==> config.mk <==
export PLATFORM = sky130hd
export DESIGN_NAME = id_exe_reg_flat
export DESIGN_NICKNAME = d
export VERILOG_FILES = /design/src/rtl/id_exe_if.sv /design/src/rtl/id_exe_reg.sv /design/src/flat_wrapper.sv
export SDC_FILE = /design/constraint.sdc
export NUM_CORES = 1
export LEC_CHECK = 0
export BUFFER_PORTS_ARGS = -buffer_cell sky130_fd_sc_hd__buf_2
export CAP_MARGIN = 20
export CORE_MARGIN = 1
export CORE_UTILIZATION = 40
export CTS_CLUSTER_SIZE = 20
export DETAILED_ROUTE_END_ITERATION = 12
export PLACE_DENSITY = 0.71
export REMOVE_ABC_BUFFERS = 1
export SLEW_MARGIN = 0
export SYNTH_ARGS = -nofsm -noshare
export SYNTH_HDL_FRONTEND = slang
export SYNTH_SLANG_ARGS = --single-unit
==> constraint.sdc <==
create_clock -name clk -period 1.6 [get_ports clk]
set_input_delay 0 -clock clk [delete_from_list [all_inputs] [get_ports clk]]
set_output_delay 0 -clock clk [all_outputs]
set_load 0.02 [all_outputs]
==> src/rtl/id_exe_if.sv <==
// ---------------------------------------------------------------------------
// id_exe_if : ID/EXE pipeline register bundle
//
// Groups the ID-side inputs, the EXE-side registered outputs, the hazard
// controls (freeze / flush) and the debug event counters of id_exe_reg.
//   master : driven by the ID stage / hazard unit, observes the EXE side
//   slave  : the pipeline register itself
//
// Optional feature macro: ID_EXE_FWD_EN adds src1/src2 (Rn/Rm addresses)
// for the forwarding unit.
// ---------------------------------------------------------------------------
interface id_exe_if #(
  parameter int CNT_W = 16
);
  // hazard controls
  logic             freeze;
  logic             flush;
  // ID-side fields
  logic             wb_en_in;
  logic             mem_r_en_in;
  logic             mem_w_en_in;
  logic             b_in;
  logic             s_in;
  logic [3:0]       exe_cmd_in;
  logic [31:0]      pc_in;
  logic [31:0]      val_rn_in;
  logic [31:0]      val_rm_in;
  logic             imm_in;
  logic [11:0]      shift_operand_in;
  logic [23:0]      signed_imm_24_in;
  logic [3:0]       dest_in;
  logic [3:0]       status_in;
`ifdef ID_EXE_FWD_EN
  logic [3:0]       src1_in;
  logic [3:0]       src2_in;
`endif
  // EXE-side registered fields
  logic             wb_en_out;
  logic             mem_r_en_out;
  logic             mem_w_en_out;
  logic             b_out;
  logic             s_out;
  logic [3:0]       exe_cmd_out;
  logic [31:0]      pc_out;
  logic [31:0]      val_rn_out;
  logic [31:0]      val_rm_out;
  logic             imm_out;
  logic [11:0]      shift_operand_out;
  logic [23:0]      signed_imm_24_out;
  logic [3:0]       dest_out;
  logic [3:0]       status_out;
`ifdef ID_EXE_FWD_EN
  logic [3:0]       src1_out;
  logic [3:0]       src2_out;
`endif
  logic             valid_out;
  logic [CNT_W-1:0] stall_cnt;
  logic [CNT_W-1:0] flush_cnt;

  modport master (
    output freeze, flush,
    output wb_en_in, mem_r_en_in, mem_w_en_in, b_in, s_in, exe_cmd_in,
    output pc_in, val_rn_in, val_rm_in, imm_in, shift_operand_in,
    output signed_imm_24_in, dest_in, status_in,
`ifdef ID_EXE_FWD_EN
    output src1_in, src2_in,
    input  src1_out, src2_out,
`endif
    input  wb_en_out, mem_r_en_out, mem_w_en_out, b_out, s_out, exe_cmd_out,
    input  pc_out, val_rn_out, val_rm_out, imm_out, shift_operand_out,
    input  signed_imm_24_out, dest_out, status_out,
    input  valid_out, stall_cnt, flush_cnt
  );

  modport slave (
    input  freeze, flush,
    input  wb_en_in, mem_r_en_in, mem_w_en_in, b_in, s_in, exe_cmd_in,
    input  pc_in, val_rn_in, val_rm_in, imm_in, shift_operand_in,
    input  signed_imm_24_in, dest_in, status_in,
`ifdef ID_EXE_FWD_EN
    input  src1_in, src2_in,
    output src1_out, src2_out,
`endif
    output wb_en_out, mem_r_en_out, mem_w_en_out, b_out, s_out, exe_cmd_out,
    output pc_out, val_rn_out, val_rm_out, imm_out, shift_operand_out,
    output signed_imm_24_out, dest_out, status_out,
    output valid_out, stall_cnt, flush_cnt
  );
endinterface

==> src/rtl/id_exe_reg.sv <==
// ---------------------------------------------------------------------------
// id_exe_reg : ID/EXE pipeline register of the five-stage ARM core
//
// Ports:
//   clk  - rising-edge clock
//   rst  - asynchronous reset, active-low; clears every output and counter
//   bus  - id_exe_if.slave: ID-side *_in fields, freeze/flush controls,
//          registered *_out fields, valid_out, stall_cnt, flush_cnt
//
// Per edge, priority flush > freeze > load:
//   flush  : all fields to 0 (a NOP bubble), valid_out=0, flush_cnt++
//   freeze : everything holds, stall_cnt++
//   load   : fields take the ID-side values, valid_out=1
// Counters saturate at all-ones. All outputs come straight from flops.
//
// Optional feature macro: ID_EXE_FWD_EN adds the src1/src2 fields.
// ---------------------------------------------------------------------------
module id_exe_reg #(
  parameter int CNT_W = 16
) (
  input  logic   clk,
  input  logic   rst,
  id_exe_if.slave bus
);

`ifdef ID_EXE_FWD_EN
  localparam int FWD_W = 8;
`else
  localparam int FWD_W = 0;
`endif
  // 5 control bits + cmd + pc + rn + rm + imm + shifter + offset + dest + status
  localparam int BASE_W   = 5 + 4 + 32 + 32 + 32 + 1 + 12 + 24 + 4 + 4;
  localparam int BUNDLE_W = BASE_W + FWD_W;

  localparam logic [CNT_W-1:0] CNT_MAX = '1;

  logic [BUNDLE_W-1:0] w_bundle_in;
  logic [BUNDLE_W-1:0] r_bundle;
  logic                r_valid;
  logic [CNT_W-1:0]    r_stall_cnt;
  logic [CNT_W-1:0]    r_flush_cnt;

  // Every field is packed so that flush, freeze and load act on one vector;
  // an all-zero bundle is exactly the NOP bubble (exe_cmd 0000, no writes).
  assign w_bundle_in = {
`ifdef ID_EXE_FWD_EN
    bus.src1_in, bus.src2_in,
`endif
    bus.wb_en_in, bus.mem_r_en_in, bus.mem_w_en_in, bus.b_in, bus.s_in,
    bus.exe_cmd_in, bus.pc_in, bus.val_rn_in, bus.val_rm_in, bus.imm_in,
    bus.shift_operand_in, bus.signed_imm_24_in, bus.dest_in, bus.status_in
  };

  always_ff @(posedge clk or negedge rst) begin
    if (!rst) begin
      r_bundle    <= '0;
      r_valid     <= 1'b0;
      r_stall_cnt <= '0;
      r_flush_cnt <= '0;
    end else if (bus.flush) begin
      // flush wins over freeze: only the flush counter moves
      r_bundle <= '0;
      r_valid  <= 1'b0;
      if (r_flush_cnt != CNT_MAX) r_flush_cnt <= r_flush_cnt + 1'b1;
    end else if (bus.freeze) begin
      if (r_stall_cnt != CNT_MAX) r_stall_cnt <= r_stall_cnt + 1'b1;
    end else begin
      r_bundle <= w_bundle_in;
      r_valid  <= 1'b1;
    end
  end

  assign {
`ifdef ID_EXE_FWD_EN
    bus.src1_out, bus.src2_out,
`endif
    bus.wb_en_out, bus.mem_r_en_out, bus.mem_w_en_out, bus.b_out, bus.s_out,
    bus.exe_cmd_out, bus.pc_out, bus.val_rn_out, bus.val_rm_out, bus.imm_out,
    bus.shift_operand_out, bus.signed_imm_24_out, bus.dest_out, bus.status_out
  } = r_bundle;

  assign bus.valid_out = r_valid;
  assign bus.stall_cnt = r_stall_cnt;
  assign bus.flush_cnt = r_flush_cnt;

endmodule

==> src/flat_wrapper.sv <==
// flat-port wrapper written by rule: the top's interface ports become plain ports
module id_exe_reg_flat 
#(
  parameter int CNT_W = 16
)
  (clk, rst, bus_freeze, bus_flush, bus_wb_en_in, bus_mem_r_en_in, bus_mem_w_en_in, bus_b_in, bus_s_in, bus_exe_cmd_in, bus_pc_in, bus_val_rn_in, bus_val_rm_in, bus_imm_in, bus_shift_operand_in, bus_signed_imm_24_in, bus_dest_in, bus_status_in, bus_wb_en_out, bus_mem_r_en_out, bus_mem_w_en_out, bus_b_out, bus_s_out, bus_exe_cmd_out, bus_pc_out, bus_val_rn_out, bus_val_rm_out, bus_imm_out, bus_shift_operand_out, bus_signed_imm_24_out, bus_dest_out, bus_status_out, bus_valid_out, bus_stall_cnt, bus_flush_cnt);
  id_exe_if #(.CNT_W(CNT_W)) bus_i ();
  input  logic clk;
  input  logic rst;
  input wire logic [$bits(bus_i.freeze)-1:0] bus_freeze;
  input wire logic [$bits(bus_i.flush)-1:0] bus_flush;
  input wire logic [$bits(bus_i.wb_en_in)-1:0] bus_wb_en_in;
  input wire logic [$bits(bus_i.mem_r_en_in)-1:0] bus_mem_r_en_in;
  input wire logic [$bits(bus_i.mem_w_en_in)-1:0] bus_mem_w_en_in;
  input wire logic [$bits(bus_i.b_in)-1:0] bus_b_in;
  input wire logic [$bits(bus_i.s_in)-1:0] bus_s_in;
  input wire logic [$bits(bus_i.exe_cmd_in)-1:0] bus_exe_cmd_in;
  input wire logic [$bits(bus_i.pc_in)-1:0] bus_pc_in;
  input wire logic [$bits(bus_i.val_rn_in)-1:0] bus_val_rn_in;
  input wire logic [$bits(bus_i.val_rm_in)-1:0] bus_val_rm_in;
  input wire logic [$bits(bus_i.imm_in)-1:0] bus_imm_in;
  input wire logic [$bits(bus_i.shift_operand_in)-1:0] bus_shift_operand_in;
  input wire logic [$bits(bus_i.signed_imm_24_in)-1:0] bus_signed_imm_24_in;
  input wire logic [$bits(bus_i.dest_in)-1:0] bus_dest_in;
  input wire logic [$bits(bus_i.status_in)-1:0] bus_status_in;
  output wire logic [$bits(bus_i.wb_en_out)-1:0] bus_wb_en_out;
  output wire logic [$bits(bus_i.mem_r_en_out)-1:0] bus_mem_r_en_out;
  output wire logic [$bits(bus_i.mem_w_en_out)-1:0] bus_mem_w_en_out;
  output wire logic [$bits(bus_i.b_out)-1:0] bus_b_out;
  output wire logic [$bits(bus_i.s_out)-1:0] bus_s_out;
  output wire logic [$bits(bus_i.exe_cmd_out)-1:0] bus_exe_cmd_out;
  output wire logic [$bits(bus_i.pc_out)-1:0] bus_pc_out;
  output wire logic [$bits(bus_i.val_rn_out)-1:0] bus_val_rn_out;
  output wire logic [$bits(bus_i.val_rm_out)-1:0] bus_val_rm_out;
  output wire logic [$bits(bus_i.imm_out)-1:0] bus_imm_out;
  output wire logic [$bits(bus_i.shift_operand_out)-1:0] bus_shift_operand_out;
  output wire logic [$bits(bus_i.signed_imm_24_out)-1:0] bus_signed_imm_24_out;
  output wire logic [$bits(bus_i.dest_out)-1:0] bus_dest_out;
  output wire logic [$bits(bus_i.status_out)-1:0] bus_status_out;
  output wire logic [$bits(bus_i.valid_out)-1:0] bus_valid_out;
  output wire logic [$bits(bus_i.stall_cnt)-1:0] bus_stall_cnt;
  output wire logic [$bits(bus_i.flush_cnt)-1:0] bus_flush_cnt;
  assign bus_i.freeze = bus_freeze;
  assign bus_i.flush = bus_flush;
  assign bus_i.wb_en_in = bus_wb_en_in;
  assign bus_i.mem_r_en_in = bus_mem_r_en_in;
  assign bus_i.mem_w_en_in = bus_mem_w_en_in;
  assign bus_i.b_in = bus_b_in;
  assign bus_i.s_in = bus_s_in;
  assign bus_i.exe_cmd_in = bus_exe_cmd_in;
  assign bus_i.pc_in = bus_pc_in;
  assign bus_i.val_rn_in = bus_val_rn_in;
  assign bus_i.val_rm_in = bus_val_rm_in;
  assign bus_i.imm_in = bus_imm_in;
  assign bus_i.shift_operand_in = bus_shift_operand_in;
  assign bus_i.signed_imm_24_in = bus_signed_imm_24_in;
  assign bus_i.dest_in = bus_dest_in;
  assign bus_i.status_in = bus_status_in;
  assign bus_wb_en_out = bus_i.wb_en_out;
  assign bus_mem_r_en_out = bus_i.mem_r_en_out;
  assign bus_mem_w_en_out = bus_i.mem_w_en_out;
  assign bus_b_out = bus_i.b_out;
  assign bus_s_out = bus_i.s_out;
  assign bus_exe_cmd_out = bus_i.exe_cmd_out;
  assign bus_pc_out = bus_i.pc_out;
  assign bus_val_rn_out = bus_i.val_rn_out;
  assign bus_val_rm_out = bus_i.val_rm_out;
  assign bus_imm_out = bus_i.imm_out;
  assign bus_shift_operand_out = bus_i.shift_operand_out;
  assign bus_signed_imm_24_out = bus_i.signed_imm_24_out;
  assign bus_dest_out = bus_i.dest_out;
  assign bus_status_out = bus_i.status_out;
  assign bus_valid_out = bus_i.valid_out;
  assign bus_stall_cnt = bus_i.stall_cnt;
  assign bus_flush_cnt = bus_i.flush_cnt;
  id_exe_reg #(.CNT_W(CNT_W)) u_core (.clk(clk), .rst(rst), .bus(bus_i));
endmodule
==> impl_results.md, run 1 <==
* Sink Count at about 180
* Synth Warn # at 0
* Gr busiest metal: met2
* Most common cell after layout, fill and taps aside: buf_2
* Initial Util at 40.9%
* Design Area, Final at 12300 µm²
* Outcome: finished, final reports clean
* WP buf/inv at 0
* Rows at 50
* CTS root buf: clkbuf_16
* Total Wirelength at ~23 mm
* Drc violations at 0
* Vias in the first global route at 7275
* Count of nets after finishing at 1320
* Synth area leaders: dfrtp_1 (60%), mux2i_1 (20%), nor2_1 (7.7%)
* Final min period at 1.59 ns
* Yosys reg bits at 183
* Die Width at 140 µm
* Top FF cell, synth: dfrtp_1
* Post-synth EDFFs at 0
* P_int at 0.00907 W
* Core Area at 18700 µm²
* Port Buffers at 336
* Clock Pin Slew Worst Setup and Hold Paths at approximately 0.06 ns
* Setup-failing EPs final at 0
* Worst Path Required at 1.89 ns
* Via density at 4.91
* Total gr overflow at 0
* Insertion delay to the later sink of the worst-skew pair at 0.41 ns
* Gr usage total at 23.6%
* Kind of critical path: reg -> reg
* Drt initial violations at ~250
* Count of cell types in the netlist at 37
* Initial antenna violation count at 0
* Hold Vio Cnt, Final at 0
* Clock Path Buffers at 2
* Worst vdd ir at 0.00101 V
* Max Cap Viol at 0
* Avg Cell Area, Syn at 12.0 µm²
* Comb pwr share at a little under a quarter
* Crit path launch type: flip-flop
* Commonest non-fill, non-tap cells in the layout: buf_2 (333), dfrtp_1 (183), dlygate4sd3_1 (155)
* WL/cell at 16.5 µm
* P_leak at 6.74 nW
* Register area share after synthesis at 59.8%
* Clock skew at 0.00929 ns
* Diode count at 0
* Drt pass-1 iters at 4
* Clock network power share at around a third
* Unrepaired setup endpoints after global routing: true
* CTS tree: yes
* Worst-Margin Slew at 0.580 ns
* DIE AREA at 19700 µm²
* Slowest CP cell: o41ai_4
* Dpl cell area at 9960 µm²
* Met2 Use GR at a little over two fifths
* Sw Share at 29.1%
* CP delay by family, top: compound AO/OA/AOI/OAI gates
* Synth Instances at 636
* Switching power total at 0.00373 W
* Placer congestion estimate at 0.804
* Max transition margin at 61.3%
* M1 GR Usage at 26.5%
* ANT nets after route at 0
* Share of power burned in registers at 41.6%
* Die height at 140 µm
* H-tree depth at 4
* Async S/R FF share, synth at 100%
* Share of layout cells above drive strength 1 at 37.8%
* Fin. max-slew vios at 0
* Setup total negative slack at 0 ns
* Post-layout util at 65.6%
* Worst hold path type: in -> reg
* Critical Path, Cell by Cell: ha_4 > nand3_2 > o41ai_4 > mux2_4
* Netlist Area Pre-Place at 7650 µm²
* HPWL Detailed at 14.3 mm
* Synth top area share at 59.8%
* Vias after detailed routing at 6929
* Worst EP arrival at around 1.9 ns
* Fmax at 630 MHz
* Num CTS Buffers at 17
* Area growth syn-to-layout at 60.3%
* Synth area leader: dfrtp_1
* Pin count of the biggest net entering global routing at 134
* Critical path's largest stage delay at 0.45 ns
* PwrDens at 1040 nW/µm²
* Ports at roughly 340
* Endpoint class of the critical path: flip-flop
* M3 GR Usage at 5.23%
* First-pass GRT wire length at approximately 37 mm
* Final period util at 99.3%
* Crit path max fanout at 4
* Design Power at 0.0128 W
==> stage by stage <==
step | setup WS, ns | cells | hold WS [ns]
2_1_floorplan | -0.246 | 600 | -0.296
3_3_place_gp | -0.0110 | 1221 | -0.0591
3_5_place_dp | -0.0525 | 1221 | -0.0611
4_1_cts | 0.0114 | 1408 | 0.0348
5_1_grt | -0.0617 | 1410 | 0.0572
6_report | 0.0115 | 1410 | 0.0493
==> cell families after synthesis <==
kind of cell / synth area share [%]
buffers and inverters: 2.09
AND/OR/NAND/NOR: 13.3
adder cells (fa/ha/maj): 0.327
AO/OA/AOI/OAI: 1.37
XOR/XNOR: 2.86
multiplexers: 20.2
flip-flops: 59.8
==> power by group through the flow <==
| stage | Sequential, W | Clock (W) | Combinational (W) |
|---|---|---|---|
| after detailed placement | 0.00533 | 0 | 0.00257 |
| final | 0.00532 | 0.00449 | 0.00299 |
| after CTS | 0.00526 | 0.00459 | 0.00291 |
| after global placement | 0.00531 | 0 | 0.00252 |
| after global routing | 0.00536 | 0.00478 | 0.00322 |
| after floorplan | 0.00591 | 0 | 0.000627 |
==> worst reg2reg max path: cells and delay by family (launching register included) <==
kind | cells | cell delay (ns)
muxes | 1 | 0.34
adders and majority gates | 1 | 0.18
DFF | 1 | 0.41
AOI/OAI and AO/OA | 1 | 0.45
and+or+nand+nor | 1 | 0.11
==> final timing paths <==
path	start	cells past startpoint	endpoint	slack, ns
max in group asynchronous	rst	3	u_core.r_bundle[137]$_DFFE_PN0P_	0.85
setup reg to reg	u_core.bus.flush_cnt[0]$_DFFE_PN0P_	4	u_core.bus.flush_cnt[1]$_DFFE_PN0P_	0.01
min in group asynchronous	rst	2	u_core.bus.stall_cnt[2]$_DFFE_PN0P_	0.07
setup / recovery	u_core.bus.flush_cnt[0]$_DFFE_PN0P_	4	u_core.bus.flush_cnt[1]$_DFFE_PN0P_	0.01
hold reg to reg	u_core.r_bundle[41]$_DFFE_PN0P_	2	u_core.r_bundle[41]$_DFFE_PN0P_	0.51
hold / removal	bus_freeze	3	u_core.r_bundle[142]$_DFFE_PN0P_	0.05
==> synth_stat cells, types with 2 or more instances <==
library cell	instances
xnor2_1	11
and4_1	3
buf_2	17
nand4b_1	3
xor2_1	14
nor2_1	157
nand2_1	9
ha_1	2
nor4_1	3
mux2i_1	151
dfrtp_1	183
o21ai_0	3
and3_1	5
buf_1	9
o31ai_1	2
clkbuf_1	10
mux2_1	2
a21oi_1	6
nand3_1	13
nand4_2	2
nor3_1	4
nand4_1	12
==> registers in the layout, indices dropped and copies added, names as in the netlist <==
name	cells
u_core.bus.stall_cnt	16
u_core.bus.flush_cnt	16
u_core.r_bundle	150
u_core.bus.valid_out	1
==> final cells by class <==
type / instances / area, µm²
fillers: 1406 / 6430
flip-flops and latches: 183 / 4580
repair buffers: 545 / 3750
multi-input cells: 416 / 3020
clock buffers: 19 / 443
well taps: 234 / 293
clock inverters: 12 / 188
inverters: 1 / 3.75
==> routing by layer <==
layer	share of wire [%]	vias up
met5	0	-
met4	4.0	0
met3	5.4	71
met2	52	262
met1	39	3374
li1	-	3222
==> what timing repair did <==
action | in CTS | in global routing
setup buffers | 1 | 2
setup endpoints to repair | 5 | 11
pin swaps | 4 | 1
resized for setup | 4 | 16
hold buffers | 155 | 0
endpoints found under the hold margin | 334 | 0
No activity file was read; power rests on OpenSTA's default activity.
==> run 2, diff against run 1 <==
--- a/config.mk
+++ b/config.mk
@@ -11,6 +11,7 @@
 export CORE_UTILIZATION = 40
 export CTS_CLUSTER_SIZE = 20
 export DETAILED_ROUTE_END_ITERATION = 12
+export MAX_ROUTING_LAYER = met4
 export PLACE_DENSITY = 0.71
 export REMOVE_ABC_BUFFERS = 1
 export SLEW_MARGIN = 0
==> impl_results.md, run 2 (synthesis gave the netlist of run 1 again) <==
* Outcome: finished, final reports clean
* Insertion delay to the later sink of the worst-skew pair at 0.42 ns
* Port Buffers at about 340
* DIE AREA at 19700 µm²
* Clock Path Buffers at 2
* Max Cap Viol at 0
* Vias in the first global route at slightly above 7k
* Worst EP arrival at ~1.9 ns
* Clock skew at 0.0122 ns
* Area growth syn-to-layout at 60.2%
* Placer congestion estimate at 0.816
* Count of nets after finishing at between 1k and 1.5k
* Drt initial violations at between 200 and 300
* Most common cell after layout, fill and taps aside: buf_2
* Initial Util at 40.9%
* Biggest register: u_core.r_bundle
* Hold Vio Cnt, Final at 0
* Fmax at 632 MHz
* Ports at 337
* Worst vdd ir at 0.00101 V
* HPWL Detailed at 14.3 mm
* Die Width at roughly 140 µm
* Max transition margin at 60.1%
* PwrDens at 1040 nW/µm²
* Via density at around 4.9
* Endpoint class of the critical path: flip-flop
* Core Area at 18700 µm²
* Fin. max-slew vios at 0
* Vias after detailed routing at 6888
* Unrepaired setup endpoints after global routing: true
* Drt pass-1 iters at 4
* CTS root buf: clkbuf_16
* First-pass GRT wire length at around 37 mm
* Drc violations at 0
* Clock Pin Slew Worst Setup and Hold Paths at 0.06 ns
* Worst hold path type: in -> reg
* P_leak at about 6.7 nW
* Total gr overflow at 0
* Crit path max fanout at 4
* Gr usage total at 24.4%
* Initial antenna violation count at 0
* Share of layout cells above drive strength 1 at 37.8%
* Max reg flops at 150
* Post-layout util at 65.5%
* Dpl cell area at 9960 µm²
* Pin count of the biggest net entering global routing at 134
* WL/cell at around 16 µm
* Worst Path Required at 1.89 ns
* Worst-Margin Slew at 0.599 ns
* Setup-failing EPs final at 0
* Die height at 140 µm
* Kind of critical path: reg -> reg
* Commonest non-fill, non-tap cells in the layout: buf_2 (333), dfrtp_1 (183), dlygate4sd3_1 (155)
* Diode count at 0
* Final period util at 98.9%
* Num CTS Buffers at 17
* Sink Count at around 180
* ANT nets after route at 0
* Total Wirelength at 23.2 mm
* CTS tree: yes
* Design Area, Final at 12300 µm²
* H-tree depth at 4
* Final min period at 1.58 ns
* Rows at 50
* Crit path launch type: flip-flop
[run 2: layer usage]
layer | vias to the layer above | global-route usage [%] | routed length (µm)
li1 | 3223 | - | -
met1 | 3363 | 26.8 | 9270
met2 | 240 | 42.4 | 12100
met3 | 62 | 4.96 | 1060
met4 | 0 | 11.6 | 841
met5 | - | - | 0
[run 2: where the power goes]
part	switching [W]	internal, W	leakage (nW)
combinational	0.00161	0.00136	4.01
clock	0.00182	0.00268	0.301
sequential	0.000298	0.00501	2.43
total	0.00372	0.00905	6.74
[run 2: final timing paths]
| check | to | start | depth (start not counted) | slack, ns |
|---|---|---|---|---|
| hold reg to reg | u_core.r_bundle[41]$_DFFE_PN0P_ | u_core.r_bundle[41]$_DFFE_PN0P_ | 2 | 0.51 |
| min in group asynchronous | u_core.bus.stall_cnt[2]$_DFFE_PN0P_ | rst | 2 | 0.06 |
| hold / removal | u_core.r_bundle[142]$_DFFE_PN0P_ | bus_freeze | 3 | 0.04 |
| setup reg to reg | u_core.bus.flush_cnt[1]$_DFFE_PN0P_ | u_core.bus.flush_cnt[11]$_DFFE_PN0P_ | 3 | 0.02 |
| setup / recovery | u_core.bus.flush_cnt[1]$_DFFE_PN0P_ | u_core.bus.flush_cnt[11]$_DFFE_PN0P_ | 3 | 0.02 |
| max in group asynchronous | u_core.r_bundle[137]$_DFFE_PN0P_ | rst | 3 | 0.85 |
[run 2: worst max-delay path, stage by stage, from the launching register on]
cell and delay [ns]:
dfrtp_1 0.45, nand4_4 0.16, o41ai_4 0.52, mux2_4 0.34
[run 2: what timing repair did]
action	4_1_cts	5_1_grt
hold buffers	155	0
setup buffers	1	2
setup endpoints to repair	5	11
resized for setup	4	15
pin swaps	4	2
hold endpoints to repair	334	0
gates cloned	0	0
[run 2: layout make-up]
| type | count | area (µm²) |
|---|---|---|
| inverter | 1 | 3.75 |
| multi-input combinational | 416 | 3010 |
| tap | 234 | 293 |
| clock buffer | 19 | 443 |
| fill | 1407 | 6440 |
| clock inverter | 12 | 188 |
| timing repair buffer | 545 | 3750 |
| sequential | 183 | 4580 |
[run 2: metrics by stage]
| stage | worst slack, ns | TNS [ns] | std cells | power, W | hold slack [ns] |
|---|---|---|---|---|---|
| after floorplan | -0.246 | -1.63 | 600 | 0.00653 | -0.296 |
| after global placement | -0.0110 | -0.0110 | 1221 | 0.00783 | -0.0591 |
| after detailed placement | -0.0525 | -0.146 | 1221 | 0.00790 | -0.0611 |
| after CTS | 0.0114 | 0 | 1408 | 0.0128 | 0.0348 |
| after global routing | -0.0617 | -0.154 | 1410 | 0.0133 | 0.0562 |
| final | 0.0182 | 0 | 1410 | 0.0128 | 0.0390 |
